--- src/rtl/dec_rr_arbiter.sv ---
// dec_rr_arbiter: round-robin arbiter sharing one 2-to-4 enabled decoder among four requesters
// Ports:
//   clk        - system clock, rising edge
//   rst        - asynchronous active-high reset
//   req[3:0]   - level-sensitive request vector, bit i is requester i
//   sel_lo     - decoder select LSB (grant index bit 0)
//   sel_hi     - decoder select MSB (grant index bit 1)
//   en         - decoder enable, high while a grant is active
//   gnt[3:0]   - one-hot grant, mirrors the decoder output
//   gnt_change - one-cycle pulse when a new owner first appears on the outputs
module dec_rr_arbiter #(
    parameter int HOLD_MAX = 4,
    parameter int CNT_W    = 3
) (
    input  logic       clk,
    input  logic       rst,
    input  logic [3:0] req,
    output logic       sel_lo,
    output logic       sel_hi,
    output logic       en,
    output logic [3:0] gnt,
    output logic       gnt_change
);
    typedef enum logic {IDLE, GRANT} state_t;

    state_t           st;
    logic [1:0]       owner;
    logic [1:0]       ptr;
    logic [CNT_W-1:0] hold_cnt;

    logic [3:0] others;
    logic [1:0] nxt;
    logic [1:0] pick_idle;
    logic [1:0] pick_sw;
    logic [1:0] idx;
    logic       hold_full;
    logic       sw;
    logic       go;
    logic       rel;

    // First set bit of r scanning s, s+1, s+2, s+3 (mod 4): rotate so s lands
    // at bit 0, priority-encode, then rotate the index back.
    function automatic logic [1:0] rr_pick(input logic [3:0] r, input logic [1:0] s);
        logic [7:0] dbl;
        logic [3:0] rot;
        dbl = {r, r} >> s;
        rot = dbl[3:0];
        return s + (rot[0] ? 2'd0 : rot[1] ? 2'd1 : rot[2] ? 2'd2 : 2'd3);
    endfunction

    always_comb begin
        others    = req & ~(4'b0001 << owner);
        nxt       = owner + 2'd1;
        hold_full = hold_cnt == CNT_W'(HOLD_MAX);
        pick_idle = rr_pick(req, ptr);
        // On release req[owner] is already 0, so one pick over "others"
        // serves both the release and the preempt hand-over.
        pick_sw   = rr_pick(others, nxt);
        sw        = st == GRANT && others != 4'b0000 && (!req[owner] || hold_full);
        rel       = st == GRANT && !req[owner];
        go        = (st == IDLE && req != 4'b0000) || sw;
        idx       = st == IDLE ? pick_idle : pick_sw;
    end

    always_ff @(posedge clk or posedge rst) begin
        if (rst) begin
            st         <= IDLE;
            owner      <= 2'd0;
            ptr        <= 2'd0;
            hold_cnt   <= '0;
            en         <= 1'b0;
            sel_hi     <= 1'b0;
            sel_lo     <= 1'b0;
            gnt        <= 4'b0000;
            gnt_change <= 1'b0;
        end else begin
            gnt_change <= go;
            if (go) begin
                st               <= GRANT;
                owner            <= idx;
                {sel_hi, sel_lo} <= idx;
                en               <= 1'b1;
                gnt              <= 4'b0001 << idx;
                hold_cnt         <= CNT_W'(1);
                if (st == GRANT) ptr <= nxt;
            end else if (rel) begin
                st  <= IDLE;
                ptr <= nxt;
                en  <= 1'b0;
                gnt <= 4'b0000;
            end else if (st == GRANT && !hold_full) begin
                hold_cnt <= hold_cnt + 1'b1;
            end
        end
    end
endmodule
--- config.mk ---
export PLATFORM = sky130hd
export DESIGN_NAME = dec_rr_arbiter
export DESIGN_NICKNAME = d
export VERILOG_FILES = /design/src/rtl/dec_rr_arbiter.sv
export SDC_FILE = /design/constraint.sdc
export NUM_CORES = 1
export LEC_CHECK = 0
export BUFFER_PORTS_ARGS = -buffer_cell sky130_fd_sc_hd__buf_2
export CAP_MARGIN = 20
export CELL_PAD_IN_SITES_DETAIL_PLACEMENT = 2
export CELL_PAD_IN_SITES_GLOBAL_PLACEMENT = 2
export CORE_MARGIN = 10
export CORE_UTILIZATION = 39
export CTS_BUF_LIST = sky130_fd_sc_hd__clkbuf_8
export DETAILED_ROUTE_END_ITERATION = 8
export MAX_ROUTING_LAYER = met4
export PLACE_DENSITY = 0.93
export SLEW_MARGIN = 40
export SYNTH_ARGS = -nofsm -noshare
export SYNTH_HDL_FRONTEND = slang
export SYNTH_SLANG_ARGS = --single-unit
--- constraint.sdc ---
create_clock -name clk -period 4.5 [get_ports clk]
set_input_delay 0.9 -clock clk [delete_from_list [all_inputs] [get_ports clk]]
set_output_delay 0.9 -clock clk [all_outputs]
set_load 0.01 [all_outputs]
======== After elaboration in Yosys (flattened, before gate mapping) ========
Cells that the tools add are included.
cells by class
  $lt $le $gt $ge ......................... 1
  mux-type cells .......................... 19
  add/sub/neg operators ................... 4
  $mul .................................... 0
  equal/unequal tests ..................... 3
  bitwise logic cells ..................... 3
  div/mod/pow operators ................... 0
  shifts and indexed selects .............. 4
  reductions and logical operators ........ 15
operators with widths
  kind                   number
  $mux W2                8
  $shr A8 B2 Y3          2
  $mux W3                3
  $mux W4                2
  $reduce_bool A4 Y1     2
  $shl A1 B2 Y4 const A  2
  $logic_and A1 B1 Y1    5
  $mux W1                5
  $add A2 B2 Y2          2
  $and A4 B4 Y4          1
  $ne A2 B2 Y1 const B   2
  $not A4 Y4             1
  $reduce_and A2 Y1      2
  $reduce_bool A2 Y1     2
  $add A3 B1 Y3 const B  1
  $eq A3 B3 Y1 const B   1
  $lt A2 B3 Y1 const B   1
  $add A2 B1 Y2 const B  1
  $bmux W1 S2            1
  $logic_not A1 Y1       2
  $logic_or A1 B1 Y1     2
  $not A1 Y1             1
storage, ports and cells
  bits in read-only memories .............. 0
  memories kept ........................... 0
  register bits after elaboration ......... 15
  logic and storage cells ................. 57
  input port bits ......................... 6
  bits in writable memories ............... 0
  latch bits .............................. 0

======== Logic depth before layout (Yosys ltp) ========
  depth after elaboration ................. 11
  depth in mapped cells ................... 12
  depth with buffers taken out ............ 12

======== Least setup slack after synthesis ========
Ideal clock, no wire load.
  kind .................................... in2reg
  start point ............................. input port req[2]
  end point ............................... register gnt[2]
  setup time .............................. 76 ps
  buffers on the path ..................... 1
  path slack .............................. 1984 ps
  required time ........................... 4424 ps
  arrival time ............................ 2440 ps
  stages .................................. 11
  cells stage by stage .................... buf_4 > nand2b_1 > mux2_4 > nor2_1 > nor3_1 > o21ai_0 > ha_1 > mux2i_1 > nor2b_2 > inv_1 > o21ai_1
between the ends
  cells in the longest elaborated chain, start to end .. 9
  elaborated cells between the ends (all ways) .. 26
RTL lines
  item                  RTL line  text
  start, declared       17        input logic [3:0] req,
  $and A4 B4 Y4         52        others = req & ~(4'b0001 << owner);
  $shr A8 B2 Y3         46        dbl = {r, r} >> s;
  $mux W1               48        return s + (rot[0] ? 2'd0 : rot[1] ? 2'd1 : rot[2] ? 2'd2 : 2'd3);
  $mux W2 (2 in a row)  48
  $add A2 B2 Y2         48
  $mux W2               62        idx = st == IDLE ? pick_idle : pick_sw;
  $shl A1 B2 Y4         83        gnt <= 4'b0001 << idx;
  $mux W4               78        if (go) begin
  end signal, assigned  83
  end, declared         21        output logic [3:0] gnt,
Several ways; a longest one is shown, not always the timed one. The select of a mux whose other input is x is not followed.
A chain may end at the register's enable or synchronous reset.

======== Final worst setup path ========
  start point ............................. register owner[0]
  end point ............................... register gnt[2]
between the ends
  elaborated cells between the ends (all ways) .. 22
RTL lines
  item                    RTL line  text
  start, declared         27        logic [1:0] owner;
  start signal, assigned  80        owner <= idx;
  $add A2 B1 Y2 *         53        nxt = owner + 2'd1;
  via nxt[0]              32        logic [1:0] nxt;
  $shr A8 B2 Y3           46
  $mux W1                 48
  $mux W2 (2 in a row)    48
  $add A2 B2 Y2 *         48
  $mux W2 *               62
  $shl A1 B2 Y4 *         83
  $mux W4 *               78
The timed path passes the listed nets; every way through them passes the cells marked *. The select of a mux whose other input is x is not followed.

==> run_results.csv <==
group,metric,value,unit
setup_path,worstSetupPathType,"flip-flop to flip-flop",
drt,met1Wirelength,1060,um
final_layout,final_nets,129,
setup_path,cp_common_cell,"ha_1",
sta,period_minus_slack,2.75,ns
synth,synth_top_family_by_area,"compound AO/OA/AOI/OAI gates",
synth,synth-warning-count,0,
placed_design,port_buffers,13,
setup_path,worstReg2RegStart,"owner[0]",
synth,synth_top_area_share,33.1,%
min_path,hold_end,"gnt[3]",
clock_tree,cts_tree,"done",
setup_path,cpMaxStageDelayCell,"dfrtp_1",
drt,wirelength,2650,um
sta,fin_tns_setup,0,ns
drt,drtAntennaViolNets,0,
setup_path,worst_ep_required_time,4.67,ns
clock_tree,cts_num_sinks,13,
final_layout,postLayoutCoreUtil,44.9,%
clock_tree,clock_path_buffers,2,
sta,worst_slack,1.75,ns
floorplan,die_h,70.2,um
drt,drc,0,
sta,setup_viol,0,
min_path,min-delay-start,"gnt[3]",
sta,worst_pin_slew,0.501,ns
placed_design,gp_congestion,0.825,
setup_path,critical_path_buf_inv_count,2,
power_and_ir_drop,internal_power,474,uW
drt,routed_via_density,5.56,
setup_path,path_max_fanout,10,
drt,first_iter_violations,34,
sta,hold_viol_final,0,
power_and_ir_drop,switching_share,47.2,%
synth,avgSynthCellArea,9.72,um^2
synth,ys_async_sr_fraction,100,%
synth,synth-compound-area-share,17.2,%
grt,grt_pass1_wl,4620,um
synth,yosys.area_share.simple,15.4,%
sta,clock_skew,0.00173,ns
final_layout,area_growth,11.2,%
clock_tree,cts-buffers-inserted,3,
sta,slew_viol_final,0,
power_and_ir_drop,p_switching,423,uW
synth,synth_area_leaders,"dfrtp_1 33%, ha_1 10%, mux2i_1 4.1%",
setup_path,cpPeakStageDelay,0.56,ns
power_and_ir_drop,vdd_drop_max,0.372,mV
grt,antenna_found_initial,0,
synth,synth_nets,115,
sta,fmax,364,MHz
floorplan,row_count,18,
power_and_ir_drop,power_frac_comb,61.7,%
synth,synth-main-ff-cell,"dfrtp_1",
synth,synth_fa_ha_area_share,10.2,%
power_and_ir_drop,clkPwrFrac,11.3,%
clock_tree,h-tree-depth,1,
final_layout,nFillCells,282,
synth,synth_top_area_cell,"dfrtp_1",
placed_design,hpwl,2060,um
placed_design,place_ws,1.63,ns
synth,synthMuxAreaShare,12.5,%
setup_path,endpoint_kind,"flip-flop",
setup_path,worst_r2r_endpoint,"gnt[2]",
grt,track_usage,11.6,%
drt,wire_per_inst,18.4,um
clock_tree,ctsHoldBuffers,0,
synth,synth_common_cells,"13 x dfrtp_1, 10 x inv_1, 8 x ha_1",
drt,wl_met3,77,um
power_and_ir_drop,total_power,897,uW
power_and_ir_drop,leakagePower,0.000515,uW
setup_path,rr_worst_depth,12,
clock_tree,path_clk_slew,0.05,ns
sta,max_slew_margin,66.6,%
synth,synth_cells,101,
clock_tree,clockRootBuffer,"clkbuf_8",
synth,yosys.area_share.xor_xnor,3.57,%
final_layout,diodes,0,
clock_tree,post_cts_resized,0,
run,maxCapViolCount,0,
clock_tree,post-cts-setup-buffers,0,
clock_tree,clock_latency,0.24,ns
drt,via_count,801,
setup_path,crit_family,"flip-flops",
grt,overflow,0,
synth,synth_edf_count,0,
drt,dr_wl_met2,1480,um
drt,first_pass_iters,3,
synth,ys_ff_latch,13,
drt,highest_layer,"met4",
run_status,status,"finished, final reports clean",
synth,synthDistinctLibCells,36,
floorplan,floorplan.initialDensity,40.4,%
min_path,hold_depth,2,
final_layout,layout-drive-gt1-share,23.7,%
grt,grt_max_degree,14,
setup_path,startpoint_type,"flip-flop",
floorplan,core-area,2430,um^2
power_and_ir_drop,pwr-share-seq,27.0,%
synth,synth_most_common_cell,"dfrtp_1",
synth,synth_area,982,um^2
floorplan,die_area,4930,um^2
min_path,hp-class,"flip-flop to flip-flop",
sta,rsz0062_at_grt,"false",
sta,finalCritPeriodShare,61.1,%
power_and_ir_drop,p_per_area,821,nW/um^2
setup_path,cp.arrival,2.92,ns
floorplan,ios,14,
grt,grt_pass1_vias,949,
floorplan,die_w,70.2,um
setup_path,reg2reg_setup_slack,1.75,ns
setup_path,path_cells,"inv_2 > ha_1 > nand2b_1 > mux2_4 > nor2_1 > nor3_1 > o21ai_0 > ha_1 > mux2i_1 > nor2b_2 > inv_1 > o21ai_1",
synth,yosysSeqAreaShare,33.1,%
==> worst max-delay path by stage <==
stage,from,endpoint,slack (ns),depth (start not counted)
5_1_grt,owner[0],gnt[2],1.46,12
2_1_floorplan,req[2],gnt[2],1.98,11
4_1_cts,owner[0],gnt[2],1.72,12
3_5_place_dp,req[2],gnt[2],1.63,11
3_3_place_gp,req[2],gnt[2],1.81,11
6_report,owner[0],gnt[2],1.75,12
==> power groups by stage <==
stage	Clock [uW]	Combinational, uW	Sequential (uW)
CTS	106	565	244
floorplan	0	435	230
finish	101	553	242
detailed placement	0	559	245
global placement	0	521	238
global route	113	627	253
==> routing by layer <==
layer / vias up / track usage (%)
li1: 379 / -
met2: 9 / 21.0
met5: - / -
met3: 5 / 2.68
met1: 408 / 11.9
met4: 0 / 3.95
==> worst min-delay path, cell delays in order, from the launching register on <==
cell and delay, ns:
dfrtp_1 0.34, nand3_1 0.09, o31ai_2 0.07
==> layout make-up <==
cell class | instances | area, um^2 | share of cell area, %
Sequential cell | 13 | 325 | 29.8
Tap cell | 30 | 37.5 | 3.44
Inverter | 11 | 41.3 | 3.78
Clock inverter | 1 | 3.75 | 0.344
Multi-Input combinational cell | 73 | 578 | 52.9
Clock buffer | 3 | 41.3 | 3.78
Timing Repair Buffer | 13 | 65.1 | 5.96
==> flip-flops by register name (all words and copies together), names as in the netlist <==
signal,cells
ptr,2
owner,1
st,1
hold_cnt,3
gnt,4
gnt_change,1
sel_hi,1
==> stage by stage <==
| step | hold WS (ns) | std cells | area [um^2] |
|---|---|---|---|
| global placement | 0.485 | 140 | 1050 |
| CTS | 0.537 | 144 | 1090 |
| floorplan | 0.513 | 101 | 982 |
| detailed placement | 0.512 | 140 | 1050 |
| global route | 0.575 | 144 | 1090 |
| finish | 0.529 | 144 | 1090 |
==> cell families (layout without fill, tap and decap cells) <==
group           after synthesis  count (layout)
compound gates               22              22
buf+inv                      15              28
mux                           9               9
xor+xnor                      4               4
simple gates                 30              30
flops                        13              13
fa+ha+maj                     8               8
==> placed cells by master (no fill, tap or decap), types with 2 or more instances in the layout <==
| master | instances |
|---|---|
| dfrtp_1 | 13 |
| buf_2 | 13 |
| inv_1 | 11 |
| ha_1 | 8 |
| nor2_1 | 7 |
| nand2_1 | 6 |
| nand2b_1 | 6 |
| a21oi_1 | 5 |
| o21ai_0 | 5 |
| mux2i_1 | 4 |
| nand3_1 | 3 |
| clkbuf_8 | 3 |
| nor4_1 | 2 |
| xor2_1 | 2 |
| mux2_2 | 2 |
| xnor2_1 | 2 |
| a32o_1 | 2 |
| nor3_1 | 2 |
No activity file was read; power rests on OpenSTA's default activity.
